**src/rtl/stage_sequencer.sv**
```systemverilog
// stage_sequencer
//   Walks a session through NUM_STAGES linear stages. Stage 0 is idle and
//   stage NUM_STAGES-1 is terminal. Raw switch/button inputs are debounced
//   here. The block supports back navigation, a per-stage choice of advance
//   event, an optional inactivity timeout, and stage-change strobes.
//
// Ports
//   clk         system clock
//   rst         synchronous, active-high reset
//   session_en  raw session switch, high enables sequencing
//   btn_next    raw advance button
//   btn_back    raw back button
//   save_req    raw store switch (the advance event on SAVE_MASK stages)
//   fsm_state   current stage index
//   prev_state  stage held before the most recent change
//   stage_enter one-cycle pulse on the first cycle of a new fsm_state
//   timeout     one-cycle pulse alongside stage_enter when inactivity forced idle
//
// stage             | meaning
// ------------------+-------------------------------------------------
// 0                 | idle, waits for a session_en rise
// 1..NUM_STAGES-2   | working stage, advances on next or save rise
// NUM_STAGES-1      | terminal, only back / session-off / timeout leave
// >= NUM_STAGES     | unreachable, recovers to idle

module stage_sequencer #(
  parameter int                    NUM_STAGES   = 6,
  parameter int                    STATE_W      = 3,
  parameter logic [NUM_STAGES-1:0] SAVE_MASK    = NUM_STAGES'(6'b001000),
  parameter int                    DEBOUNCE_CYC = 4,
  parameter int                    TIMEOUT_CYC  = 0,
  parameter int                    TO_W         = 32
) (
  input  logic               clk,
  input  logic               rst,
  input  logic               session_en,
  input  logic               btn_next,
  input  logic               btn_back,
  input  logic               save_req,
  output logic [STATE_W-1:0] fsm_state,
  output logic [STATE_W-1:0] prev_state,
  output logic               stage_enter,
  output logic               timeout
);

  localparam int DB_W = $clog2(DEBOUNCE_CYC + 1);
  localparam int PAD  = 2 ** STATE_W;

  localparam logic [DB_W-1:0]    DB_LAST = DB_W'(DEBOUNCE_CYC - 1);
  localparam logic [TO_W-1:0]    TO_LAST = TO_W'((TIMEOUT_CYC > 0) ? TIMEOUT_CYC - 1 : 0);
  localparam logic [STATE_W-1:0] ST_TERM = STATE_W'(NUM_STAGES - 1);
  localparam logic [STATE_W-1:0] ST_ONE  = STATE_W'(1);

  localparam int I_SES  = 0;
  localparam int I_NEXT = 1;
  localparam int I_BACK = 2;
  localparam int I_SAVE = 3;

  typedef enum logic [2:0] {
    EV_NONE,
    EV_START,
    EV_STOP,
    EV_TIMEOUT,
    EV_BACK,
    EV_ADVANCE,
    EV_INVALID
  } event_t;

  logic [3:0]      raw;
  logic [3:0]      filt;
  logic [3:0]      rise;
  logic [3:0]      fall;
  logic [DB_W-1:0] db_cnt [4];

  logic [TO_W-1:0]    to_cnt;
  logic [PAD-1:0]     mask_ext;
  logic [STATE_W-1:0] next_state;
  logic               in_range;
  logic               is_idle;
  logic               is_term;
  logic               adv_evt;
  logic               to_hit;
  logic               any_edge;
  event_t             ev;

  assign raw      = {save_req, btn_back, btn_next, session_en};
  // Widened so the mask can be indexed by any fsm_state value.
  assign mask_ext = PAD'(SAVE_MASK);

  // Debounce: the filter flips only after DEBOUNCE_CYC consecutive
  // disagreeing samples. The edge flag is registered on the same edge.
  always_ff @(posedge clk) begin
    if (rst) begin
      filt <= '0;
      rise <= '0;
      fall <= '0;
      for (int i = 0; i < 4; i++) db_cnt[i] <= '0;
    end else begin
      for (int i = 0; i < 4; i++) begin
        rise[i] <= 1'b0;
        fall[i] <= 1'b0;
        if (raw[i] == filt[i]) begin
          db_cnt[i] <= '0;
        end else if (db_cnt[i] == DB_LAST) begin
          db_cnt[i] <= '0;
          filt[i]   <= raw[i];
          rise[i]   <= raw[i];
          fall[i]   <= ~raw[i];
        end else begin
          db_cnt[i] <= db_cnt[i] + DB_W'(1);
        end
      end
    end
  end

  assign in_range = (fsm_state <= ST_TERM);
  assign is_idle  = (fsm_state == '0);
  assign is_term  = (fsm_state == ST_TERM);
  assign adv_evt  = mask_ext[fsm_state] ? rise[I_SAVE] : rise[I_NEXT];
  assign to_hit   = (TIMEOUT_CYC != 0) && (to_cnt == TO_LAST);
  assign any_edge = |{rise, fall};

  // Event decode in priority order, then next-state selection.
  always_comb begin
    ev         = EV_NONE;
    next_state = fsm_state;

    if (!in_range)            ev = EV_INVALID;
    else if (is_idle) begin
      if (rise[I_SES])        ev = EV_START;
    end
    else if (fall[I_SES])     ev = EV_STOP;
    else if (to_hit)          ev = EV_TIMEOUT;
    else if (rise[I_BACK])    ev = EV_BACK;
    else if (adv_evt && !is_term) ev = EV_ADVANCE;

    case (ev)
      EV_START:   next_state = ST_ONE;
      EV_STOP,
      EV_TIMEOUT,
      EV_INVALID: next_state = '0;
      // Back saturates at stage 1 and never re-enters idle.
      EV_BACK:    next_state = (fsm_state > ST_ONE) ? fsm_state - ST_ONE : fsm_state;
      EV_ADVANCE: next_state = fsm_state + ST_ONE;
      default:    next_state = fsm_state;
    endcase
  end

  always_ff @(posedge clk) begin
    if (rst) begin
      fsm_state   <= '0;
      prev_state  <= '0;
      stage_enter <= 1'b0;
      timeout     <= 1'b0;
    end else begin
      fsm_state   <= next_state;
      stage_enter <= (next_state != fsm_state);
      timeout     <= (ev == EV_TIMEOUT);
      if (next_state != fsm_state) prev_state <= fsm_state;
    end
  end

  // Inactivity counter: any filtered edge or stage change counts as activity.
  always_ff @(posedge clk) begin
    if (rst) begin
      to_cnt <= '0;
    end else if (is_idle || any_edge || (next_state != fsm_state)) begin
      to_cnt <= '0;
    end else if (to_cnt != '1) begin
      to_cnt <= to_cnt + TO_W'(1);
    end
  end

endmodule

```
**config.mk**
```make
export PLATFORM = sky130hd
export DESIGN_NAME = stage_sequencer
export DESIGN_NICKNAME = d
export VERILOG_FILES = /design/src/rtl/stage_sequencer.sv
export SDC_FILE = /design/constraint.sdc
export NUM_CORES = 1
export LEC_CHECK = 0
export ABC_AREA = 1
export BUFFER_PORTS_ARGS = -buffer_cell sky130_fd_sc_hd__buf_2
export CORE_MARGIN = 4
export CORE_UTILIZATION = 50
export CTS_CLUSTER_DIAMETER = 80
export DETAILED_ROUTE_END_ITERATION = 8
export GPL_TIMING_DRIVEN = 0
export PLACE_DENSITY = 0.75
export SLEW_MARGIN = 20
export SYNTH_ARGS = -nofsm -noshare
export SYNTH_HDL_FRONTEND = slang
export SYNTH_SLANG_ARGS = --single-unit
```
**constraint.sdc**
```tcl
create_clock -name clk -period 3.63 [get_ports clk]
set_clock_uncertainty 0.2 [all_clocks]
set_input_delay 0.1815 -clock clk [delete_from_list [all_inputs] [get_ports clk]]
set_output_delay 0.1815 -clock clk [all_outputs]
set_load 0.1 [all_outputs]
```
* After elaboration in Yosys (flattened, before gate mapping)
Memories as Yosys holds them, arrays and structs flattened. A register that Yosys moved wholly into a read port is not among the register bits.
Cells that the tools add are included.
Widths: inputs -> output; s select.
** Storage, ports and cells
- Register bits after elaboration :: 17
- RAM bits :: 12
- ROM bits :: 8
- Input bits :: 6
- Memories :: 2
** Cells by class
- Add/subtract/negate cells :: 6
- Order comparisons :: 3
- Eq/ne operators :: 16
- Mux-type cells :: 69
- Bitwise logic cells :: 21
- Reductions and logical operators :: 12
** Memories
- db_cnt :: words 4, bits a word 3, rd ports 4, clocked after Yosys merged registers in 0, write ports 4, RTL line 73 : logic [DB_W-1:0] db_cnt [4];
- (name not given) :: words 8, bits a word 1, rd ports 1, clocked after Yosys merged registers in 1, write ports 0, RTL line 119 : assign adv_evt = mask_ext[fsm_state] ? rise[I_SAVE] : rise[I_NEXT];
** Operator list (number)
- $mux 3 :: 19
- $mux 1 :: 49
- $eq 3x2->1 const B :: 6
- $add 3x1->3 const B :: 5
- $reduce_or 3->1 :: 5
- $eq 3x3->1 const B :: 4
- $or 1x1->1 :: 12
- $pmux 3 s4 :: 1
- $not 1->1 :: 9
- $reduce_and 2->1 :: 4
- $eq 1x1->1 :: 4
- $lt 3x4->1 const B :: 1
- $eq 3x1->1 const B :: 1
- $gt 3x1->1 const B :: 1
- $le 3x3->1 const B :: 1
- $logic_not 3->1 :: 1
- $ne 3x3->1 :: 1
- $sub 3x1->3 const B :: 1
- $logic_and 1x1->1 :: 1
- $logic_not 1->1 :: 1

* Depth between registers and ports, before layout
- Depth in word-level cells :: 13
- Depth in mapped cells :: 16
- Depth with buffers taken out :: 16

* Least setup slack after synthesis
Ideal clock, no wire load.
- Kind :: reg-to-reg
- Start :: reg fsm_state[1]
- End :: reg prev_state[0]
- Arrival time :: 2.642 ns
- Required time :: 3.310 ns
- Setup slack :: 0.669 ns
- Cell stages (with the launch flop) :: 17
- Path through :: dfxtp_1 -> inv_1 -> ha_1 -> nand2_4 -> nand3_4 -> nand2_2 -> nand2_4 -> nand2_2 -> nand2_1 -> nand2_1 -> nand3_1 -> nand2_1 -> nand2_2 -> nor2_8 -> nand3_1 -> nand2_1 -> nor2_1
** On the way
- Longest elaborated chain between the ends :: 12
- Elaborated cells between the ends (all ways) :: 23
- Classes of those cells :: add/sub: 2; order compare: 2; eq/ne: 8; mux: 7; reduce/logical: 4
** Ends and longest elaborated chain
- start: declaration :: RTL line 40 : output logic [STATE_W-1:0] fsm_state,
- start signal: assignment :: RTL line 156 : fsm_state <= next_state;
- $eq 3x3->1 :: RTL line 118 : assign is_term = (fsm_state == ST_TERM);
- $logic_not 1->1 :: RTL line 135 : else if (adv_evt && !is_term) ev = EV_ADVANCE;
- $logic_and 1x1->1 :: RTL line 135
- $mux 3 :: RTL line 135
- $mux 3 :: RTL line 134 : else if (rise[I_BACK]) ev = EV_BACK;
- $mux 3 :: RTL line 132 : else if (fall[I_SES]) ev = EV_STOP;
- $mux 3 :: RTL line 129 : else if (is_idle) begin
- $mux 3 :: RTL line 128 : if (!in_range) ev = EV_INVALID;
- $eq 3x2->1 or $eq 3x3->1 (tied branches) :: RTL line 137 : case (ev)
- $reduce_or 3->1 :: RTL line 137
- $pmux 3 s4 :: RTL line 137
- $ne 3x3->1 *
- end signal: assignment :: RTL line 159 : if (next_state != fsm_state) prev_state <= fsm_state;
- end: declaration :: RTL line 41 : output logic [STATE_W-1:0] prev_state,
Mark *: on every way between the ends. The rest lies on a longest branch, timed or not.
A chain may end at the register's enable or synchronous reset.

* Worst setup path after layout
Same ends and word-level chain as after synthesis.

==> flow_metrics.env <==
export IMPL_grt_start_max_net_pins=11
export IMPL_clock_sinks=30
export IMPL_drc=0
export IMPL_p_per_area_nw_per_um2=340
export IMPL_gr_total_overflow=0
export IMPL_final_period_utilization=0.655
export IMPL_switching_power_uw=176
export IMPL_async_flop_share=0
export IMPL_utilization=0.619
export IMPL_port_buffer_count=12
export IMPL_post_route_min_period_ns=2.38
export IMPL_fp_coreArea_um2=3150
export IMPL_path_common_cell="inv_1"
export IMPL_drtIter0Drc=40
export IMPL_seqPwrFrac=0.559
export IMPL_grt_use_met2=0.254
export IMPL_routed_wl_um=2630
export IMPL_status="finished clean"
export IMPL_startpoint_type="flop"
export IMPL_routedWlPerCell_um=9.75
export IMPL_grt_usage=0.149
export IMPL_critPathCaptureType="flop"
export IMPL_setup_viol=0
export IMPL_internal_power_uw=489
export IMPL_ys_flop_type="dfxtp_1"
export IMPL_cts_buffer_depth=2
export IMPL_die_area_um2=4390
export IMPL_synth_cell_types=33
export IMPL_vias=1246
export IMPL_critPathRequiredTime_ns=3.65
export IMPL_clkPwrFrac=0.298
export IMPL_cp_num_buf_inv=3
export IMPL_die_x_um=66.3
export IMPL_critical_path_top_delay_family="simple AND/OR/NAND/NOR gates"
export IMPL_max_cap_violations=0
export IMPL_cts_resized=0
export IMPL_grt_antenna_before_repair=0
export IMPL_netlist_area_um2=1700
export IMPL_synth_warning_count=0
export IMPL_hold_violations=0
export IMPL_syn_inst=191
export IMPL_use_met1=0.172
export IMPL_clockRootBuffer="clkbuf_4"
export IMPL_clock_latency_ns=0.31
export IMPL_die_y_um=66.3
export IMPL_top_level_ports=14
export IMPL_avgSynthCellArea_um2=8.89
export IMPL_drive_gt1_frac=0.230
export IMPL_grt_pass1_vias=1225
export IMPL_start_util=0.538
export IMPL_rsz0062_at_grt="false"
export IMPL_flow_area_growth_from_synthesis_pct=15.0
export IMPL_drt_pass1_iterations=4
export IMPL_swShare=0.265
export IMPL_fill_cells=294
export IMPL_cp_arrival_ns=2.39
export IMPL_worstSetupPathType="flop to flop"
export IMPL_comb_power_share=0.143
export IMPL_grt_pass1_wl_um=5020
export IMPL_max_stage_delay_ns=0.44
export IMPL_fin_nets=243
export IMPL_tritoncts="yes"
export IMPL_final_antenna_net_count=0
export IMPL_ys_seq_elements=30
export IMPL_antennaDiodeCount=0
export IMPL_grt_util_met3=0.0476
export IMPL_yosysSeqAreaShare=0.424
export IMPL_vias_per_cell=4.61
export IMPL_slew_violations=0
export IMPL_fmax_ghz=0.421
export IMPL_hp_class="primary input to flop"
export IMPL_path_cells="inv_1 -> ha_1 -> inv_1 -> nand3_4 -> nand2_4 -> inv_1 -> nand4_1 -> nand3_1 -> nand2_1 -> nand2_2 -> nor2_8 -> nand3_1 -> nand2_1 -> nor2_1"
export IMPL_htree_levels=2
export IMPL_timing_setup_tns_ns=0
export IMPL_synth_edff_count=12
export IMPL_irDropWorstVdd_v=0.000219
export IMPL_num_rows=20
export IMPL_gp_congestion=0.874
export IMPL_gr_max_usage_layer="met2"
export IMPL_cts_made_buffers=5
export IMPL_cp_slowest_cell="dfxtp_1"
export IMPL_clkTransAtPathRegs_ns=0.08
export IMPL_holdWs_ns=0.00714
export IMPL_dp_hpwl_um=2090
export IMPL_leakagePower_uw=0.000942
export IMPL_crit_fanout=7
## metal layers
| layer | up-vias | part of all wire |
|---|---|---|
| met4 | 0 | 0.015 |
| met1 | 550 | 0.46 |
| met3 | 6 | 0.035 |
| met5 | - | 0 |
| li1 | 678 | - |
| met2 | 12 | 0.49 |
## power groups by stage
stage / sequential [uW] / clock, uW / combinational [uW]
detailed placement: 380 / 0 / 92.2
global placement: 379 / 0 / 90.4
finish: 372 / 198 / 95.0
floorplan: 408 / 0 / 47.0
CTS: 372 / 204 / 95.8
global route: 374 / 220 / 108
## Yosys cell counts, types with 2 or more instances
| library cell | number | area share |
|---|---|---|
| nor2_1 | 21 | 0.046 |
| nand2_2 | 11 | 0.041 |
| nor2_2 | 4 | 0.015 |
| or2_2 | 2 | 0.0074 |
| o31ai_1 | 2 | 0.0088 |
| nand2_1 | 21 | 0.046 |
| edfxtp_1 | 12 | 0.21 |
| xor2_1 | 2 | 0.010 |
| ha_1 | 12 | 0.088 |
| inv_1 | 30 | 0.066 |
| a21oi_1 | 5 | 0.015 |
| dfxtp_1 | 18 | 0.21 |
| o21ai_0 | 5 | 0.015 |
| nand4_1 | 7 | 0.026 |
| nand2_4 | 3 | 0.020 |
| inv_2 | 2 | 0.0044 |
| nand3_1 | 15 | 0.044 |
| conb_1 | 2 | 0.0044 |
| nand3_4 | 3 | 0.031 |
## state kept, by name (all words and copies together), names as in the netlist, named ones only
name,count
rise,4
fsm_state,3
db_cnt,12
timeout,1
prev_state,3
stage_enter,1
filt,4
fall,1
## worst reg2reg max path, delay by kind of cell (launching register included)
kind,cells,cell delay (ns)
DFF,1,0.44
buffers and inverters,3,0.40
adders and majority gates,1,0.26
and+or+nand+nor,10,0.98
## kinds of logic (layout without fill, tap and decap cells)
logic type / after synthesis / in the layout / share of synthesized area
other: 2 / 13 / 0.00442
DFF: 30 / 30 / 0.424
and+or+nand+nor: 93 / 93 / 0.318
buffers and inverters: 36 / 60 / 0.0906
adders and majority gates: 12 / 12 / 0.0884
xor gates and xnor gates: 2 / 2 / 0.0103
AOI/OAI and AO/OA: 16 / 16 / 0.0641
## layout make-up
type	count	area, um^2	share of cell area
clock buffer	8	58.8	0.0301
buffer	3	22.5	0.0115
multi-input combinational	136	865	0.443
inverter	33	131	0.0673
timing repair buffer	16	100	0.0512
sequential	30	721	0.369
tap	44	55.1	0.0282
## worst paths after layout
check	startpoint	end	slack, ns	depth (start not counted)
max	fsm_state[1]	prev_state[0]	1.25	14
min	rst	fsm_state[1]	0.007	2
max reg2reg	fsm_state[1]	prev_state[0]	1.25	14
min reg2reg	filt[2]	rise[2]	0.26	1
## per-stage QoR
step | setup slack, ns | cell area [um^2] | std cells | total power, uW
global route | 0.959 | 1950 | 270 | 702
floorplan | 0.669 | 1740 | 202 | 455
finish | 1.25 | 1950 | 270 | 665
detailed placement | 1.27 | 1850 | 258 | 472
CTS | 1.24 | 1950 | 270 | 672
global placement | 1.30 | 1850 | 258 | 470
## cell usage in the layout, fill, tap and decap left out, drive strengths merged, types with 4 or more instances in the layout
cell type and instances:
dlygate4sd3 4, nand4 7, nor2 27, edfxtp 12, nand3 18, dfxtp 18, nand2 36, clkbuf 9
o21ai 6, buf 14, inv 33, conb 13, a21oi 6, ha 12
## timing repair
item | 4_1_cts | 5_1_grt
endpoints found under the hold margin | 9 | 0
hold buffers | 4 | 0
setup buffers | 0 | 0
(Power assumes the default switching activity.)
